--- src/rtl/lsu_mem_ctrl_if.sv ---
`default_nettype none
// +------------------------------------------------------------------+
// | lsu_mem_ctrl_if : req/gnt/rvalid data-memory port bundle          |
// | Rev 1.0                                                           |
// +------------------------------------------------------------------+
interface lsu_mem_ctrl_if #(
  parameter int ADDR_W = 32
) ();
  logic              mem_req;
  logic              mem_we;
  logic [ADDR_W-1:0] mem_addr;
  logic [3:0]        mem_be;
  logic [31:0]       mem_wdata;
  logic              mem_gnt;
  logic              mem_rvalid;
  logic [31:0]       mem_rdata;

  modport master (
    output mem_req, mem_we, mem_addr, mem_be, mem_wdata,
    input  mem_gnt, mem_rvalid, mem_rdata
  );

  modport slave (
    input  mem_req, mem_we, mem_addr, mem_be, mem_wdata,
    output mem_gnt, mem_rvalid, mem_rdata
  );
endinterface
`default_nettype wire

--- src/rtl/lsu_mem_ctrl.sv ---
`default_nettype none
// +------------------------------------------------------------------+
// | lsu_mem_ctrl : load/store unit driving a handshaked data memory   |
// | Optional REQ/WAIT abort counter: define LSU_TIMEOUT_EN. Rev 1.0   |
// +------------------------------------------------------------------+
module lsu_mem_ctrl #(
  parameter int ADDR_W  = 32,
  parameter int TIMEOUT = 64
) (
  input  logic              clk,
  input  logic              rst,
  input  logic              i_ld_en,
  input  logic              i_st_en,
  input  logic [2:0]        i_funct3,
  input  logic [ADDR_W-1:0] i_addr,
  input  logic [31:0]       i_wdata,
  output logic [31:0]       o_rdata,
  output logic              o_stall,
  output logic              o_done,
  output logic              o_lsu_err,
  lsu_mem_ctrl_if.master    io_mem
);

  typedef enum logic [1:0] {
    S_IDLE = 2'd0,
    S_REQ  = 2'd1,
    S_WAIT = 2'd2,
    S_DONE = 2'd3
  } state_t;

  state_t            r_state;
  state_t            w_next;
  logic [ADDR_W-1:0] r_addr;
  logic [2:0]        r_funct3;
  logic [31:0]       r_wdata;
  logic              r_store;
  logic              r_err;
  logic [31:0]       r_rdata;

  logic              w_req;
  logic              w_ld_ok;
  logic              w_st_ok;
  logic              w_misalign;
  logic              w_bad;
  logic              w_tmo_hit;
  logic              w_abort;
  logic [7:0]        w_byte;
  logic [15:0]       w_half;
  logic [31:0]       w_ext;
  logic [3:0]        w_be;
  logic [31:0]       w_wdata_lane;
  logic              w_in_req;

  assign w_req      = i_ld_en | i_st_en;
  assign w_ld_ok    = i_funct3 inside {3'b000, 3'b001, 3'b010, 3'b100, 3'b101};
  assign w_st_ok    = i_funct3 inside {3'b000, 3'b001, 3'b010};
  assign w_misalign = ((i_funct3[1:0] == 2'b01) && i_addr[0]) ||
                      ((i_funct3[1:0] == 2'b10) && (i_addr[1:0] != 2'b00));
  assign w_bad      = (i_ld_en & i_st_en) | (i_ld_en & ~w_ld_ok) |
                      (i_st_en & ~w_st_ok) | w_misalign;

  assign w_abort = w_tmo_hit &&
                   (((r_state == S_REQ)  && !io_mem.mem_gnt) ||
                    ((r_state == S_WAIT) && !io_mem.mem_rvalid));

`ifdef LSU_TIMEOUT_EN
  localparam int TMO_W = ($clog2(TIMEOUT + 1) < 8)  ? 8  :
                         ($clog2(TIMEOUT + 1) > 16) ? 16 : $clog2(TIMEOUT + 1);
  logic [TMO_W-1:0] r_tmo_cnt;

  // Any state change clears the count, so entering REQ or WAIT starts from zero.
  always_ff @(posedge clk or posedge rst) begin
    if (rst) begin
      r_tmo_cnt <= '0;
    end else if (w_next != r_state) begin
      r_tmo_cnt <= '0;
    end else if ((r_state == S_REQ) || (r_state == S_WAIT)) begin
      r_tmo_cnt <= r_tmo_cnt + TMO_W'(1);
    end
  end

  assign w_tmo_hit = ((r_state == S_REQ) || (r_state == S_WAIT)) &&
                     (r_tmo_cnt == TMO_W'(TIMEOUT - 1));
`else
  logic [31:0] w_unused_timeout;
  assign w_unused_timeout = 32'(TIMEOUT);
  assign w_tmo_hit        = 1'b0;
`endif

  always_comb begin
    w_next = r_state;
    case (r_state)
      S_IDLE: begin
        if (w_req) begin
          w_next = w_bad ? S_DONE : S_REQ;
        end
      end
      S_REQ: begin
        if (io_mem.mem_gnt) begin
          w_next = r_store ? S_DONE : S_WAIT;
        end else if (w_abort) begin
          w_next = S_DONE;
        end
      end
      S_WAIT: begin
        if (io_mem.mem_rvalid || w_abort) begin
          w_next = S_DONE;
        end
      end
      default: begin
        w_next = S_IDLE;
      end
    endcase
  end

  always_comb begin
    w_byte = io_mem.mem_rdata[{r_addr[1:0], 3'b000} +: 8];
    w_half = r_addr[1] ? io_mem.mem_rdata[31:16] : io_mem.mem_rdata[15:0];
    case (r_funct3)
      3'b000:  w_ext = {{24{w_byte[7]}}, w_byte};
      3'b001:  w_ext = {{16{w_half[15]}}, w_half};
      3'b100:  w_ext = {24'h000000, w_byte};
      3'b101:  w_ext = {16'h0000, w_half};
      default: w_ext = io_mem.mem_rdata;
    endcase
  end

  always_comb begin
    case (r_funct3[1:0])
      2'b00: begin
        w_be         = 4'b0001 << r_addr[1:0];
        w_wdata_lane = {4{r_wdata[7:0]}};
      end
      2'b01: begin
        w_be         = r_addr[1] ? 4'b1100 : 4'b0011;
        w_wdata_lane = {2{r_wdata[15:0]}};
      end
      default: begin
        w_be         = 4'b1111;
        w_wdata_lane = r_wdata;
      end
    endcase
  end

  always_ff @(posedge clk or posedge rst) begin
    if (rst) begin
      r_state  <= S_IDLE;
      r_addr   <= '0;
      r_funct3 <= 3'b000;
      r_wdata  <= 32'h0;
      r_store  <= 1'b0;
      r_err    <= 1'b0;
      r_rdata  <= 32'h0;
    end else begin
      r_state <= w_next;
      case (r_state)
        S_IDLE: begin
          if (w_req) begin
            r_addr   <= i_addr;
            r_funct3 <= i_funct3;
            r_wdata  <= i_wdata;
            r_store  <= i_st_en;
            r_err    <= w_bad;
            if (w_bad) begin
              r_rdata <= 32'h0;
            end
          end
        end
        S_REQ, S_WAIT: begin
          if ((r_state == S_WAIT) && io_mem.mem_rvalid) begin
            r_rdata <= w_ext;
          end else if (w_abort) begin
            r_err   <= 1'b1;
            r_rdata <= 32'h0;
          end
        end
        default: begin
        end
      endcase
    end
  end

  // Memory-side outputs are gated by REQ so they read zero outside a live request.
  assign w_in_req         = (r_state == S_REQ);
  assign io_mem.mem_req   = w_in_req;
  assign io_mem.mem_we    = w_in_req & r_store;
  assign io_mem.mem_addr  = w_in_req ? {r_addr[ADDR_W-1:2], 2'b00} : '0;
  assign io_mem.mem_be    = w_in_req ? w_be : 4'b0000;
  assign io_mem.mem_wdata = (w_in_req && r_store) ? w_wdata_lane : 32'h0;

  assign o_stall   = ((r_state == S_IDLE) && w_req) || (r_state == S_REQ) || (r_state == S_WAIT);
  assign o_done    = (r_state == S_DONE);
  assign o_lsu_err = (r_state == S_DONE) && r_err;
  assign o_rdata   = r_rdata;

endmodule
`default_nettype wire
--- src/flat_wrapper.sv ---
// flat-port wrapper written by rule: the top's interface ports become plain ports
module lsu_mem_ctrl_flat 
#(
  parameter int ADDR_W  = 32,
  parameter int TIMEOUT = 64
)
  (clk, rst, i_ld_en, i_st_en, i_funct3, i_addr, i_wdata, o_rdata, o_stall, o_done, o_lsu_err, io_mem_mem_req, io_mem_mem_we, io_mem_mem_addr, io_mem_mem_be, io_mem_mem_wdata, io_mem_mem_gnt, io_mem_mem_rvalid, io_mem_mem_rdata);
  lsu_mem_ctrl_if #(.ADDR_W(ADDR_W)) io_mem_i ();
  input  logic clk;
  input  logic rst;
  input  logic i_ld_en;
  input  logic i_st_en;
  input  logic [2:0] i_funct3;
  input  logic [ADDR_W-1:0] i_addr;
  input  logic [31:0] i_wdata;
  output logic [31:0] o_rdata;
  output logic o_stall;
  output logic o_done;
  output logic o_lsu_err;
  output wire logic [$bits(io_mem_i.mem_req)-1:0] io_mem_mem_req;
  output wire logic [$bits(io_mem_i.mem_we)-1:0] io_mem_mem_we;
  output wire logic [$bits(io_mem_i.mem_addr)-1:0] io_mem_mem_addr;
  output wire logic [$bits(io_mem_i.mem_be)-1:0] io_mem_mem_be;
  output wire logic [$bits(io_mem_i.mem_wdata)-1:0] io_mem_mem_wdata;
  input wire logic [$bits(io_mem_i.mem_gnt)-1:0] io_mem_mem_gnt;
  input wire logic [$bits(io_mem_i.mem_rvalid)-1:0] io_mem_mem_rvalid;
  input wire logic [$bits(io_mem_i.mem_rdata)-1:0] io_mem_mem_rdata;
  assign io_mem_mem_req = io_mem_i.mem_req;
  assign io_mem_mem_we = io_mem_i.mem_we;
  assign io_mem_mem_addr = io_mem_i.mem_addr;
  assign io_mem_mem_be = io_mem_i.mem_be;
  assign io_mem_mem_wdata = io_mem_i.mem_wdata;
  assign io_mem_i.mem_gnt = io_mem_mem_gnt;
  assign io_mem_i.mem_rvalid = io_mem_mem_rvalid;
  assign io_mem_i.mem_rdata = io_mem_mem_rdata;
  lsu_mem_ctrl #(.ADDR_W(ADDR_W), .TIMEOUT(TIMEOUT)) u_core (.clk(clk), .rst(rst), .i_ld_en(i_ld_en), .i_st_en(i_st_en), .i_funct3(i_funct3), .i_addr(i_addr), .i_wdata(i_wdata), .o_rdata(o_rdata), .o_stall(o_stall), .o_done(o_done), .o_lsu_err(o_lsu_err), .io_mem(io_mem_i));
endmodule
--- config.mk ---
export PLATFORM = sky130hd
export DESIGN_NAME = lsu_mem_ctrl_flat
export DESIGN_NICKNAME = d
export VERILOG_FILES = /design/src/rtl/lsu_mem_ctrl_if.sv /design/src/rtl/lsu_mem_ctrl.sv /design/src/flat_wrapper.sv
export SDC_FILE = /design/constraint.sdc
export NUM_CORES = 1
export LEC_CHECK = 0
export BUFFER_PORTS_ARGS = -buffer_cell sky130_fd_sc_hd__buf_4
export CAP_MARGIN = 20
export CORE_MARGIN = 2
export CORE_UTILIZATION = 50
export DETAILED_ROUTE_END_ITERATION = 8
export PLACE_DENSITY = 0.81
export SLEW_MARGIN = 20
export SYNTH_ARGS = -nofsm -noshare
export SYNTH_HDL_FRONTEND = slang
export SYNTH_SLANG_ARGS = --single-unit
--- constraint.sdc ---
create_clock -name clk -period 3.7 [get_ports clk]
set_clock_uncertainty 0.15 [all_clocks]
set_input_delay 0 -clock clk [delete_from_list [all_inputs] [get_ports clk]]
set_output_delay 0 -clock clk [all_outputs]
set_load 0.01 [all_outputs]
==> metrics <==
run status=finished clean; instance count after placement with tap cells included=808; count of pins on the block boundary=210; total via count after detailed routing=5144; share of the yosys chip area belonging to registers=46.9%; data arrival time at the worst-slack endpoint=2890 ps; antenna fix cells=0; static leakage power=3.97 nW; kind of capture point of the worst setup path=flop; YS warnings=0; port bufs=207; final-report hold violation count=0; total clock sinks=103; number of antenna violations at the first check in global routing=0; Tot Pwr=6.54 mW; post-layout instance count excluding filler cells=923; relative max-transition margin=38.1%; aggregate global-route resource usage=29.9%; number of buffers inserted by post-CTS setup repair=0; async set-or-reset flop fraction in the synthesized netlist=100%; MaxCap Viol Count=0; latest clock arrival within the worst-skew pair=360 ps; top_reg_cell synth=sky130_fd_sc_hd__dfrtp_1; Worst Hold Slack=19.7 ps; die extent in x=109 um; final design area excluding fillers=0.00831 mm2; clock root buffer master=sky130_fd_sc_hd__clkbuf_8; total power density per cell area=788 mW/mm2; area of the mapped netlist=0.00550 mm2; Critical Path Fanout Max=32; post-detailed-placement cell area=0.00712 mm2; largest net degree at the start of global routing=75; Total Wirelength=17600 um; height of the chip=109 um; post-cts gate resize count=0; number of enable-type register cells in the synthesized netlist=0; row cnt=38; Detailed Place HPWL=11200 um; slew at the pin closest to its max-slew limit=929 ps; vias in the first global route=5297; Post-CTS Hold Buffers=99; level count of the clock H-tree=3; number of instances in the synthesized netlist=494; most common cell after layout, fill and taps aside=sky130_fd_sc_hd__buf_4; Final Core Density=77.0%; DRC violation total after the first TritonRoute iteration=377; clock edge transition at the registers on the reported setup and hold paths=100 ps; maximum buffer depth of the clock tree=2; number of buffers inserted during clock tree synthesis=9; signed area change from the synthesized netlist to the final layout=51.2%; maximum VDD drop=0.000430 V; wire length of the first global-routing pass=27300 um; routed len/inst=19.1 um; worst slack at placement=949 ps; antenna-violating nets left=0; starting density of the core=50.9%; type of the most critical hold path=primary input to flop; area of the core region=0.0108 mm2; net count reported at finish=887; final cycle utilization of the critical path=75.4%; required time of the worst setup path=3810 ps; routed via count divided by cell count=5.57; setup_tns=0 ps; clock tree from TritonCTS=built; mean instance size in the synthesized netlist=11.1 um2; setup repair after global routing missed its margin=false; fin crit period=2790 ps; residual overflow from global routing=0; Critical Path Start Type=flop; highest-count cells in the layout ignoring fill and taps=215 x sky130_fd_sc_hd__buf_4, 102 x sky130_fd_sc_hd__dfrtp_1, 99 x sky130_fd_sc_hd__dlygate4sd3_1; timing-limited maximum frequency=359 MHz; share of cells above drive strength 1=42.1%; Crit Path Category=flop to flop; Seq cells post-synth=103; die footprint=0.0118 mm2; DR DRC count=0; final setup violation count=0; RePlAce Congestion=0.861; number of pins with negative max-slew slack in the final report=0; iteration count of the initial detailed-routing pass=5; Worst Slack Setup Final=911 ps; post-synthesis cell type count=42
-- per-layer routing --
metal,wire length [um],GRT usage [%]
met3,1370,6.93
met5,0,0
met2,8920,51.7
met1,6870,36.5
met4,466,11.1
-- cells by family (layout without fill, tap and decap cells) --
family	after synthesis	after routing	synth area share, %
muxes	126	126	26.4
buffers and inverters	51	339	4.05
adders and majority gates	4	4	0.911
other	1	2	0.0682
AOI/OAI and AO/OA	97	97	11.6
DFF	103	103	46.9
and+or+nand+nor	112	112	10.1
-- power breakdown --
| part | total, mW | internal, mW | switching (mW) |
|---|---|---|---|
| Sequential | 2.13 | 1.67 | 0.456 |
| Clock | 0.715 | 0.314 | 0.401 |
| Combinational | 3.70 | 1.90 | 1.80 |
-- critical path, stage by stage, from the launching register on --
cell                        delay (ps)
sky130_fd_sc_hd__dfrtp_1           400
sky130_fd_sc_hd__inv_1              90
sky130_fd_sc_hd__ha_1              250
sky130_fd_sc_hd__nor2b_1           160
sky130_fd_sc_hd__a2111oi_0         390
sky130_fd_sc_hd__o41a_2            810
sky130_fd_sc_hd__mux2_2            430
-- sequential cells by signal, indices dropped and copies added, names as in the netlist --
register and count:
u_core.o_rdata 32, u_core.r_addr 32, u_core.r_state 2, u_core.r_funct3 3, u_core.r_wdata 32, u_core.r_store 1, u_core.r_err 1
-- path summary, 6_finish.rpt --
| kind | startpoint | end | slack, ps | cells after the start |
|---|---|---|---|---|
| max | u_core.r_state[0] | u_core.o_rdata[26] | 910 | 6 |
| min | io_mem_mem_gnt | u_core.r_state[0] | 20 | 4 |
| max reg2reg | u_core.r_state[0] | u_core.o_rdata[26] | 910 | 6 |
| min reg2reg | u_core.r_err | u_core.r_err | 350 | 2 |
| max in group asynchronous | rst | u_core.r_wdata[14] | 2200 | 4 |
| min in group asynchronous | rst | u_core.r_addr[30] | 240 | 3 |
-- synthesized netlist by cell type (9+ instances only) --
cell	number	area [um2]
sky130_fd_sc_hd__nor2_1	30	113
sky130_fd_sc_hd__and2_1	31	194
sky130_fd_sc_hd__mux2_4	11	165
sky130_fd_sc_hd__mux2i_1	17	170
sky130_fd_sc_hd__a32o_1	16	160
sky130_fd_sc_hd__nor3_1	9	45.0
sky130_fd_sc_hd__clkbuf_1	33	124
sky130_fd_sc_hd__a21oi_1	32	160
sky130_fd_sc_hd__dfrtp_1	103	2580
sky130_fd_sc_hd__o21ai_0	19	95.1
sky130_fd_sc_hd__nand2_1	24	90.1
sky130_fd_sc_hd__mux2_2	80	901
sky130_fd_sc_hd__mux2_1	17	191
-- cell type report --
class	count	area [um2]
inverters	9	36.3
clock inverters	7	72.6
clock buffers	9	124
repair buffers	314	2610
fillers	663	2480
flip-flops and latches	103	2580
multi-input cells	341	2720
well taps	140	175
Power figures use the tool's default switching activity.
